[config.mk]
export PLATFORM = sky130hd
export DESIGN_NAME = parity_frame_rx
export DESIGN_NICKNAME = d
export VERILOG_FILES = /design/src/rtl/parity_pkg.sv /design/src/rtl/parity_err_counter.sv /design/src/rtl/parity_frame_rx.sv
export SDC_FILE = /design/constraint.sdc
export NUM_CORES = 1
export LEC_CHECK = 0
export CAP_MARGIN = 20
export CORE_MARGIN = 4
export CORE_UTILIZATION = 40
export CTS_CLUSTER_SIZE = 16
export DETAILED_ROUTE_END_ITERATION = 7
export GPL_TIMING_DRIVEN = 0
export PLACE_DENSITY = 0.73
export SYNTH_ARGS = -nofsm -noshare
export SYNTH_HDL_FRONTEND = slang
export SYNTH_SLANG_ARGS = --single-unit
[constraint.sdc]
create_clock -name clk -period 3.6 [get_ports clk]
set_input_delay 0.72 -clock clk [delete_from_list [all_inputs] [get_ports clk]]
set_output_delay 0.72 -clock clk [all_outputs]
set_load 0.05 [all_outputs]
[src/rtl/parity_pkg.sv]
// Shared definitions for the parity generator / parity frame receiver pair.
// Both ends of the link use calc_parity so the parity rule lives in one place.
package parity_pkg;

   // Receiver frame state: start bit seen in IDLE, then data, parity, stop.
   typedef enum logic [1:0] {
      IDLE   = 2'd0,
      DATA   = 2'd1,
      PARITY = 2'd2,
      STOP   = 2'd3
   } rx_state_e;

   localparam logic PARITY_EVEN     = 1'b0;
   localparam logic PARITY_ODD_MODE = 1'b1;

   // Widest data word either end supports; narrower words are zero-extended,
   // which leaves the XOR reduction unchanged.
   localparam int MAX_DATA_W = 16;

   // Parity bit a transmitter appends so that XOR(data, parity) == odd.
   function automatic logic calc_parity(input logic [MAX_DATA_W-1:0] data,
                                        input logic                  odd);
      return (^data) ^ odd;
   endfunction

endpackage

[src/rtl/parity_err_counter.sv]
// Saturating event counter with synchronous clear; clear beats increment.
module parity_err_counter #(
   parameter int CNT_W = 8
) (
   input  logic             clk,
   input  logic             rst,
   input  logic             clr_i,
   input  logic             inc_i,
   output logic [CNT_W-1:0] cnt_o
);

   logic [CNT_W-1:0] cnt_q;
   logic [CNT_W-1:0] cnt_d;

   // Next count: clear wins, otherwise count up until all-ones and hold there.
   always_comb begin
      cnt_d = cnt_q;
      if (clr_i) begin
         cnt_d = '0;
      end else if (inc_i && (cnt_q != {CNT_W{1'b1}})) begin
         cnt_d = cnt_q + CNT_W'(1);
      end
   end

   // Count register.
   always_ff @(posedge clk) begin
      if (rst) begin
         cnt_q <= '0;
      end else begin
         cnt_q <= cnt_d;
      end
   end

   assign cnt_o = cnt_q;

endmodule

[src/rtl/parity_frame_rx.sv]
// Serial frame receiver: start bit, DATA_W data bits LSB-first, parity bit,
// stop bit. Bits are taken only on sin_valid strobes from the link front-end.
// Each completed frame is presented for one cycle with parity/framing flags,
// and parity failures are tallied in a saturating counter.
module parity_frame_rx
   import parity_pkg::*;
#(
   parameter int DATA_W     = 8,
   parameter bit PARITY_ODD = 1'b0,
   parameter int CNT_W      = 8
) (
   input  logic              clk,
   input  logic              rst,
   input  logic              sin,
   input  logic              sin_valid,
   output logic [DATA_W-1:0] data_out,
   output logic              data_valid,
   output logic              parity_err,
   output logic              frame_err,
   output logic              busy,
   output logic [CNT_W-1:0]  err_cnt,
   input  logic              err_cnt_clr
);

   // Bit counter only needs to reach DATA_W-1; the last data bit moves on.
   localparam int                BCNT_W   = (DATA_W > 1) ? $clog2(DATA_W) : 1;
   localparam logic [BCNT_W-1:0] LAST_BIT = BCNT_W'(DATA_W - 1);

   rx_state_e state_q, state_d;

   logic [BCNT_W-1:0]     bcnt_q, bcnt_d;
   logic [DATA_W-1:0]     shreg_q, shreg_d;
   logic                  par_q, par_d;
   logic [DATA_W-1:0]     dout_q, dout_d;
   logic                  dvld_q, dvld_d;
   logic                  perr_q, perr_d;
   logic                  ferr_q, ferr_d;

   logic [DATA_W-1:0]     shifted;
   logic [MAX_DATA_W-1:0] data_ext;
   logic                  stop_accept;
   logic                  frame_perr;

   // New bits enter at the MSB end so the first data bit lands in bit 0.
   generate
      if (DATA_W == 1) begin : g_shift_1
         assign shifted = sin;
      end else begin : g_shift_n
         assign shifted = {sin, shreg_q[DATA_W-1:1]};
      end
   endgenerate

   // State register.
   always_ff @(posedge clk) begin
      if (rst) begin
         state_q <= IDLE;
      end else begin
         state_q <= state_d;
      end
   end

   // Next state: advance only on strobes; a low bit on an idle line is a start bit.
   always_comb begin
      state_d = state_q;
      if (sin_valid) begin
         case (state_q)
            IDLE:    if (!sin) state_d = DATA;
            DATA:    if (bcnt_q == LAST_BIT) state_d = PARITY;
            PARITY:  state_d = STOP;
            STOP:    state_d = IDLE;
            default: state_d = IDLE;
         endcase
      end
   end

   // FSM outputs: busy whenever a frame is in progress.
   always_comb begin
      busy = (state_q != IDLE);
   end

   // Frame assembly: bit counter, data shift register and captured parity bit.
   always_comb begin
      bcnt_d  = bcnt_q;
      shreg_d = shreg_q;
      par_d   = par_q;
      if (sin_valid) begin
         case (state_q)
            IDLE: begin
               if (!sin) bcnt_d = '0;
            end
            DATA: begin
               shreg_d = shifted;
               bcnt_d  = bcnt_q + BCNT_W'(1);
            end
            PARITY: begin
               par_d = sin;
            end
            default: begin
            end
         endcase
      end
   end

   // Parity check over the assembled data word and the captured parity bit.
   always_comb begin
      data_ext               = '0;
      data_ext[DATA_W-1:0]   = shreg_q;
      stop_accept            = sin_valid && (state_q == STOP);
      frame_perr             = (par_q != calc_parity(data_ext, PARITY_ODD));
   end

   // Result update: outputs change only on the edge that takes the stop bit.
   always_comb begin
      dout_d = dout_q;
      perr_d = perr_q;
      ferr_d = ferr_q;
      dvld_d = 1'b0;
      if (stop_accept) begin
         dout_d = shreg_q;
         perr_d = frame_perr;
         ferr_d = ~sin;
         dvld_d = 1'b1;
      end
   end

   // Datapath and result registers; reset discards any partial frame.
   always_ff @(posedge clk) begin
      if (rst) begin
         bcnt_q  <= '0;
         shreg_q <= '0;
         par_q   <= 1'b0;
         dout_q  <= '0;
         dvld_q  <= 1'b0;
         perr_q  <= 1'b0;
         ferr_q  <= 1'b0;
      end else begin
         bcnt_q  <= bcnt_d;
         shreg_q <= shreg_d;
         par_q   <= par_d;
         dout_q  <= dout_d;
         dvld_q  <= dvld_d;
         perr_q  <= perr_d;
         ferr_q  <= ferr_d;
      end
   end

   parity_err_counter #(
      .CNT_W (CNT_W)
   ) u_err_cnt (
      .clk   (clk),
      .rst   (rst),
      .clr_i (err_cnt_clr),
      .inc_i (stop_accept && frame_perr),
      .cnt_o (err_cnt)
   );

   assign data_out   = dout_q;
   assign data_valid = dvld_q;
   assign parity_err = perr_q;
   assign frame_err  = ferr_q;

endmodule

==> flow_summary.ini, run 1 <==
[sta]
max_freq_mhz = 389
maxSlewHeadroom_pct = 66.2
tns_ns = 0
rsz0062_at_grt = false
setup_viol = 0
period_needed_ns = 2.57
holdWs_ns = 0.454
finalClockSkew_ns = 0.00432
tightest_slew_ns = 0.506
finalMaxSlewViolations = 0
fin_crit_sh_pct = 71.4
hold_viol = 0

[critical_path]
path_max_fanout = 4
slowest_delay_ns = 0.79
cp.required_ns = 2.88
crit_top_cell = inv_1
crit_buf_inv = 3
critPathSlowestCell = clkdlybuf4s50_1
crit_chain = inv_1, ha_1, inv_1, clkdlybuf4s50_1
worstPathArrival_ns = 1.85
cp_top_family = buffers and inverters
startpoint_type = flop
critPathKind = flop to primary output
endpoint_kind = primary output

[power]
p_comb_share_pct = 8.4
power_switching_mw = 0.179
power_mw = 0.741
internal-power_mw = 0.562
ir_drop_mv = 0.186
clkPwrFrac_pct = 41.4
powerDensity_mw_per_mm2 = 397
power_frac_seq_pct = 50.2
cellLeakagePower_nw = 0.658
p_sw_share_pct = 24.1

[routing]
viasPerCell = 5.15
wl_per_cell_um = 12.3
wirelength_mm = 3.11
vias = 1302
drt-pass1-iter-count = 5
ant_nets = 0
drt-initial-drc-count = 69
drc_errors = 0

[global_route]
antenna_found_initial = 0
grt.total_usage_pct = 14.9
overflow = 0
grt_pass1_wl_mm = 5.17
grt_pass1_vias = 1187
grt_start_max_net_pins = 11

[floorplan]
coreArea_mm2 = 0.00344
dieWidth_um = 68.8
rows = 21
die_h_um = 68.8
start_util_pct = 43.0
die_area_mm2 = 0.00473
io_pins = 25

[clock_network]
clock-sinks = 33
clk_latency_ns = 0.29
cts_buffers = 5
clkTransAtPathRegs_ns = 0.07
cts_buffer_depth = 2
ctsHoldBuffers = 0
tritoncts = yes
ctsResizeCount = 0
post_cts_buffers = 0
cts_max_level = 2
cts-root-buf = clkbuf_8

[logic_synthesis]
yosys_warnings = 0
netlist_instances = 176
yosysSeqAreaShare_pct = 44.7
yosys.area.top_type_share_pct = 44.7
synth_seq_cells = 33
yosysTopAreaCell = dfxtp_1
synth.cell_area_mm2 = 0.00148
synth_cell_types = 31
synthTopCellsByArea = dfxtp_1, nand2_1, a21oi_1
syn_nets = 188
avgSynthCellArea_um2 = 8.40

[final_layout]
nFillCells = 318
seqCellArea_um2 = 661
antennaDiodeCount = 0
final_cell_mix = nand2_1, dfxtp_1, a21oi_1, clkdlybuf4s50_1, nand3_1
layout.nets = 218
multiInputGateArea_um2 = 773
drive_gt1_share_pct = 5.80
synthToLayoutAreaGrowth_pct = 26.3
layout.cells.non_filler = 253
mostFrequentLayoutCell = nand2_1

[placement]
portBuffers = 23
place_inst = 245
dp_hpwl_mm = 2.16
routabilityCongestion = 0.799

[outcome]
status = finished clean

[run]
max_cap_viol_count = 0

[hold_path]
hold_path.class = flop to flop
[path summary, 6_finish.rpt]
path / start / to / slack [ns] / cells past startpoint
worst max register to register: shreg_q[1] / u_err_cnt.cnt_o[5] / 1.54 / 5
worst min register to register: data_out[0] / data_out[0] / 0.45 / 2
worst min-delay path: data_out[0] / data_out[0] / 0.45 / 2
worst max-delay path: state_q[0] / busy / 1.03 / 4
[per-layer routing]
layer  share of wire (%)  GRT usage (%)  wire [µm]
met4                 2.9           10.2         89
met2                  45           22.8       1400
met1                  48           18.7       1490
met3                 4.2           3.08        132
met5                   0              0          0
[final cells by class]
type,instances,area share [%]
Multi-Input combinational cell,131,41.4
Sequential cell,33,35.4
Tap cell,46,3.08
Timing Repair Buffer,23,12.3
Clock inverter,1,0.268
Buffer,8,1.61
Inverter,4,0.804
Clock buffer,7,5.16
[Yosys cell counts]
library cell and number:
dfxtp_1 33, ha_1 7, xnor2_1 6, nand2_1 36, nor2_1 11, a21boi_0 1
buf_1 1, clkbuf_1 7, xnor3_2 1, nor2b_1 1, and2_1 1, o31ai_1 3
a211oi_1 2, xor3_4 1, or2_2 2, nor4_1 1, o21ai_1 1, inv_1 4
nand3_1 13, a31oi_1 1, o21ai_0 3, nand4_1 1, or4_1 3, a32oi_1 2
a311oi_1 1, a21oi_1 25, and3_1 1, nor3_1 3, or3_1 1, a41o_1 1
mux2i_1 2
[sequential cells by signal, summed over array words and instances, names as in the netlist]
name             count
data_out             8
shreg_q              8
u_err_cnt.cnt_o      8
bcnt_q               3
state_q              2
data_valid           1
frame_err            1
par_q                1
parity_err           1
[worst reg2reg max path, stage by stage (launching register included)]
cell and delay (ns):
dfxtp_1 0.40, xnor2_1 0.11, xnor2_1 0.30, xnor3_2 0.48
or4_1 0.53, a21oi_1 0.16
[power by group through the flow]
stage	sequential [mW]	clock (mW)	combinational [mW]
2_1_floorplan	0.380	0	0.0433
3_3_place_gp	0.380	0	0.0618
3_5_place_dp	0.380	0	0.0624
4_1_cts	0.372	0.314	0.0628
5_1_grt	0.372	0.325	0.0697
6_report	0.372	0.307	0.0622
[through the flow]
stage	cell area, µm²	setup slack, ns	util, %
after floorplan	1480	1.70	-
after global placement	1770	1.19	51.3
after detailed placement	1770	1.19	51.3
after CTS	1870	1.03	54.3
after global routing	1870	0.961	54.3
final	1870	1.03	54.3
[kinds of logic (layout without fill, tap and decap cells)]
family,count (synthesis),after routing,synth area share [%]
adder cells (fa/ha/maj),7,7,5.92
AO/OA/AOI/OAI,40,40,15.7
XOR/XNOR,8,8,7.02
buffers and inverters,12,43,3.05
flip-flops,33,33,44.7
multiplexers,2,2,1.35
AND/OR/NAND/NOR,74,74,22.3
Note: power is estimated with default switching activity, not from simulation.
==> run 2, diff against run 1 <==
==> constraint.sdc (replaced) <==
create_clock -name clk -period 2.6 [get_ports clk]
set_input_delay 0.52 -clock clk [delete_from_list [all_inputs] [get_ports clk]]
set_output_delay 0.52 -clock clk [all_outputs]
set_load 0.05 [all_outputs]
==> results of run 2 <==
The final DEF is identical to that of run 1. Status: finished clean.
Main changes from that run: setup slack after placement 1.19 ns -> 0.390 ns; setup slack after layout 1.03 ns -> 0.230 ns; register-to-register setup slack 1.54 ns -> 0.54 ns; total power 0.741 mW -> 1.03 mW; worst IR drop on VDD 0.186 mV -> 0.258 mV
==> run 3, diff against run 2 <==
--- a/config.mk
+++ b/config.mk
@@ -7,11 +7,11 @@
 export LEC_CHECK = 0
 export CAP_MARGIN = 20
 export CORE_MARGIN = 4
-export CORE_UTILIZATION = 40
+export CORE_UTILIZATION = 51
 export CTS_CLUSTER_SIZE = 16
 export DETAILED_ROUTE_END_ITERATION = 7
 export GPL_TIMING_DRIVEN = 0
-export PLACE_DENSITY = 0.73
+export PLACE_DENSITY = 0.87
 export SYNTH_ARGS = -nofsm -noshare
 export SYNTH_HDL_FRONTEND = slang
 export SYNTH_SLANG_ARGS = --single-unit
==> flow_summary.ini, run 3 (same netlist as run 1, synthesis figures left out) <==
[critical_path]
rrSetupSlack_ns = 0.54
crit_chain = inv_1, ha_1, inv_1, clkdlybuf4s50_1
worstPathArrival_ns = 1.92
r2r_end = u_err_cnt.cnt_o[4]
startpoint_type = flop
crit_end = busy
r2r_start = shreg_q[3]
path_max_fanout = 4
critPathLaunch = state_q[0]
crit_cells = 4
cp.required_ns = 2.08
slowest_delay_ns = 0.80
cp_top_family = buffers and inverters
crit_top_cell = inv_1
endpoint_kind = primary output
critPathKind = flop to primary output
crit_buf_inv = 3
r2r_cells = 5
critPathSlowestCell = clkdlybuf4s50_1

[power]
cellLeakagePower_nw = 0.636
powerDensity_mw_per_mm2 = 488
ir_drop_mv = 0.512

[clock_network]
cts_max_level = 2
clock-sinks = 33
clkTransAtPathRegs_ns = 0.10
cts_buffers = 5
ctsHoldBuffers = 0
cts_buffer_depth = 2
clk_latency_ns = 0.34
tritoncts = yes
post_cts_buffers = 0
ctsResizeCount = 0
cts-root-buf = clkbuf_4

[final_layout]
multiInputGateArea_um2 = 773
layout.nets = 218
mostFrequentLayoutCell = nand2_1
antennaDiodeCount = 0
layout.cells.non_filler = 238
final_cell_mix = nand2_1, dfxtp_1, a21oi_1, clkdlybuf4s50_1, nand3_1
synthToLayoutAreaGrowth_pct = 21.7
nFillCells = 248
stdcell_area_mm2 = 0.00180
seqCellArea_um2 = 661
final_core_util_pct = 65.2
drive_gt1_share_pct = 5.31

[sta]
rsz0062_at_grt = false
finalMaxSlewViolations = 0
fin_crit_sh_pct = 93.9
tightest_slew_ns = 0.517
final.setup.worst_slack_ns = 0.159
hold_viol = 0
period_needed_ns = 2.44
max_freq_mhz = 410
tns_ns = 0
finalClockSkew_ns = 0.00889
maxSlewHeadroom_pct = 65.2
setup_viol = 0

[routing]
ant_nets = 0
wirelength_mm = 3.39
viasPerCell = 5.61
drc_errors = 0
drt-pass1-iter-count = 4
drt-initial-drc-count = 55
wl_per_cell_um = 14.3
vias = 1336

[placement]
routabilityCongestion = 0.835
place_inst = 230
dp_hpwl_mm = 2.49
dpl_cell_area_mm2 = 0.00175
portBuffers = 23
pre_cts_ws_ns = 0.330

[global_route]
antenna_found_initial = 0
grt_pass1_wl_mm = 5.66
overflow = 0
grt_start_max_net_pins = 11
grt_pass1_vias = 1360
grt.total_usage_pct = 20.4

[hold_path]
hp-start = parity_err
hold_path.class = flop to flop

[run]
max_cap_viol_count = 0

[floorplan]
die_area_mm2 = 0.00383
die_h_um = 61.9
rows = 19
coreArea_mm2 = 0.00276
io_pins = 25
start_util_pct = 53.6
dieWidth_um = 61.9

[outcome]
status = finished clean
## run 3: cell count changes in the layout (fill, tap and decap cells not counted)
cell,delta
clkbuf_8,-7
clkbuf_4,+5
clkbuf_1,+1
clkinv_2,+1
## run 3: tightest hold or removal path: cells and delay by family, from the launching register on
kind	cells	cell delay, ns
AO/OA/AOI/OAI	1	0.05
flip-flops	1	0.33
AND/OR/NAND/NOR	1	0.05
## run 3: per-stage QoR
step           hold WS [ns]  power (mW)
3_3_place_gp          0.443       0.609
3_5_place_dp          0.449       0.614
5_1_grt               0.492       0.920
6_report              0.464       0.878
2_1_floorplan         0.450       0.586
4_1_cts               0.463       0.881
## run 3: area by class of cell
cell class	count	area share, %
inverters	4	0.834
well taps	31	2.16
clock inverters	2	0.556
repair buffers	23	12.8
multi-input cells	131	43.0
clock buffers	6	2.29
flip-flops and latches	33	36.7
plain buffers	8	1.67
## run 3: layer usage
metal | wire (µm) | up-vias | global-route usage, %
met1 | 1390 | 617 | 21.1
met4 | 51 | 0 | 8.79
met2 | 1740 | 39 | 36.3
met3 | 211 | 6 | 8.26
met5 | 0 | - | 0
li1 | - | 674 | -
## run 3: report_power, final
part           internal, mW  total, mW  switching (mW)  leakage [nW]
logic                0.0296     0.0882          0.0586         0.338
registers             0.510      0.515         0.00447         0.266
clock network         0.103      0.275           0.172        0.0320
## run 3: how the worst min path moves through the flow
| stage | cells after the start | endpoint | slack [ns] |
|---|---|---|---|
| 6_report | 2 | parity_err | 0.46 |
| 5_1_grt | 2 | data_out[1] | 0.49 |
| 4_1_cts | 2 | data_out[4] | 0.46 |
| 3_5_place_dp | 2 | data_out[4] | 0.45 |
| 3_3_place_gp | 2 | data_out[4] | 0.44 |
| 2_1_floorplan | 2 | par_q | 0.45 |
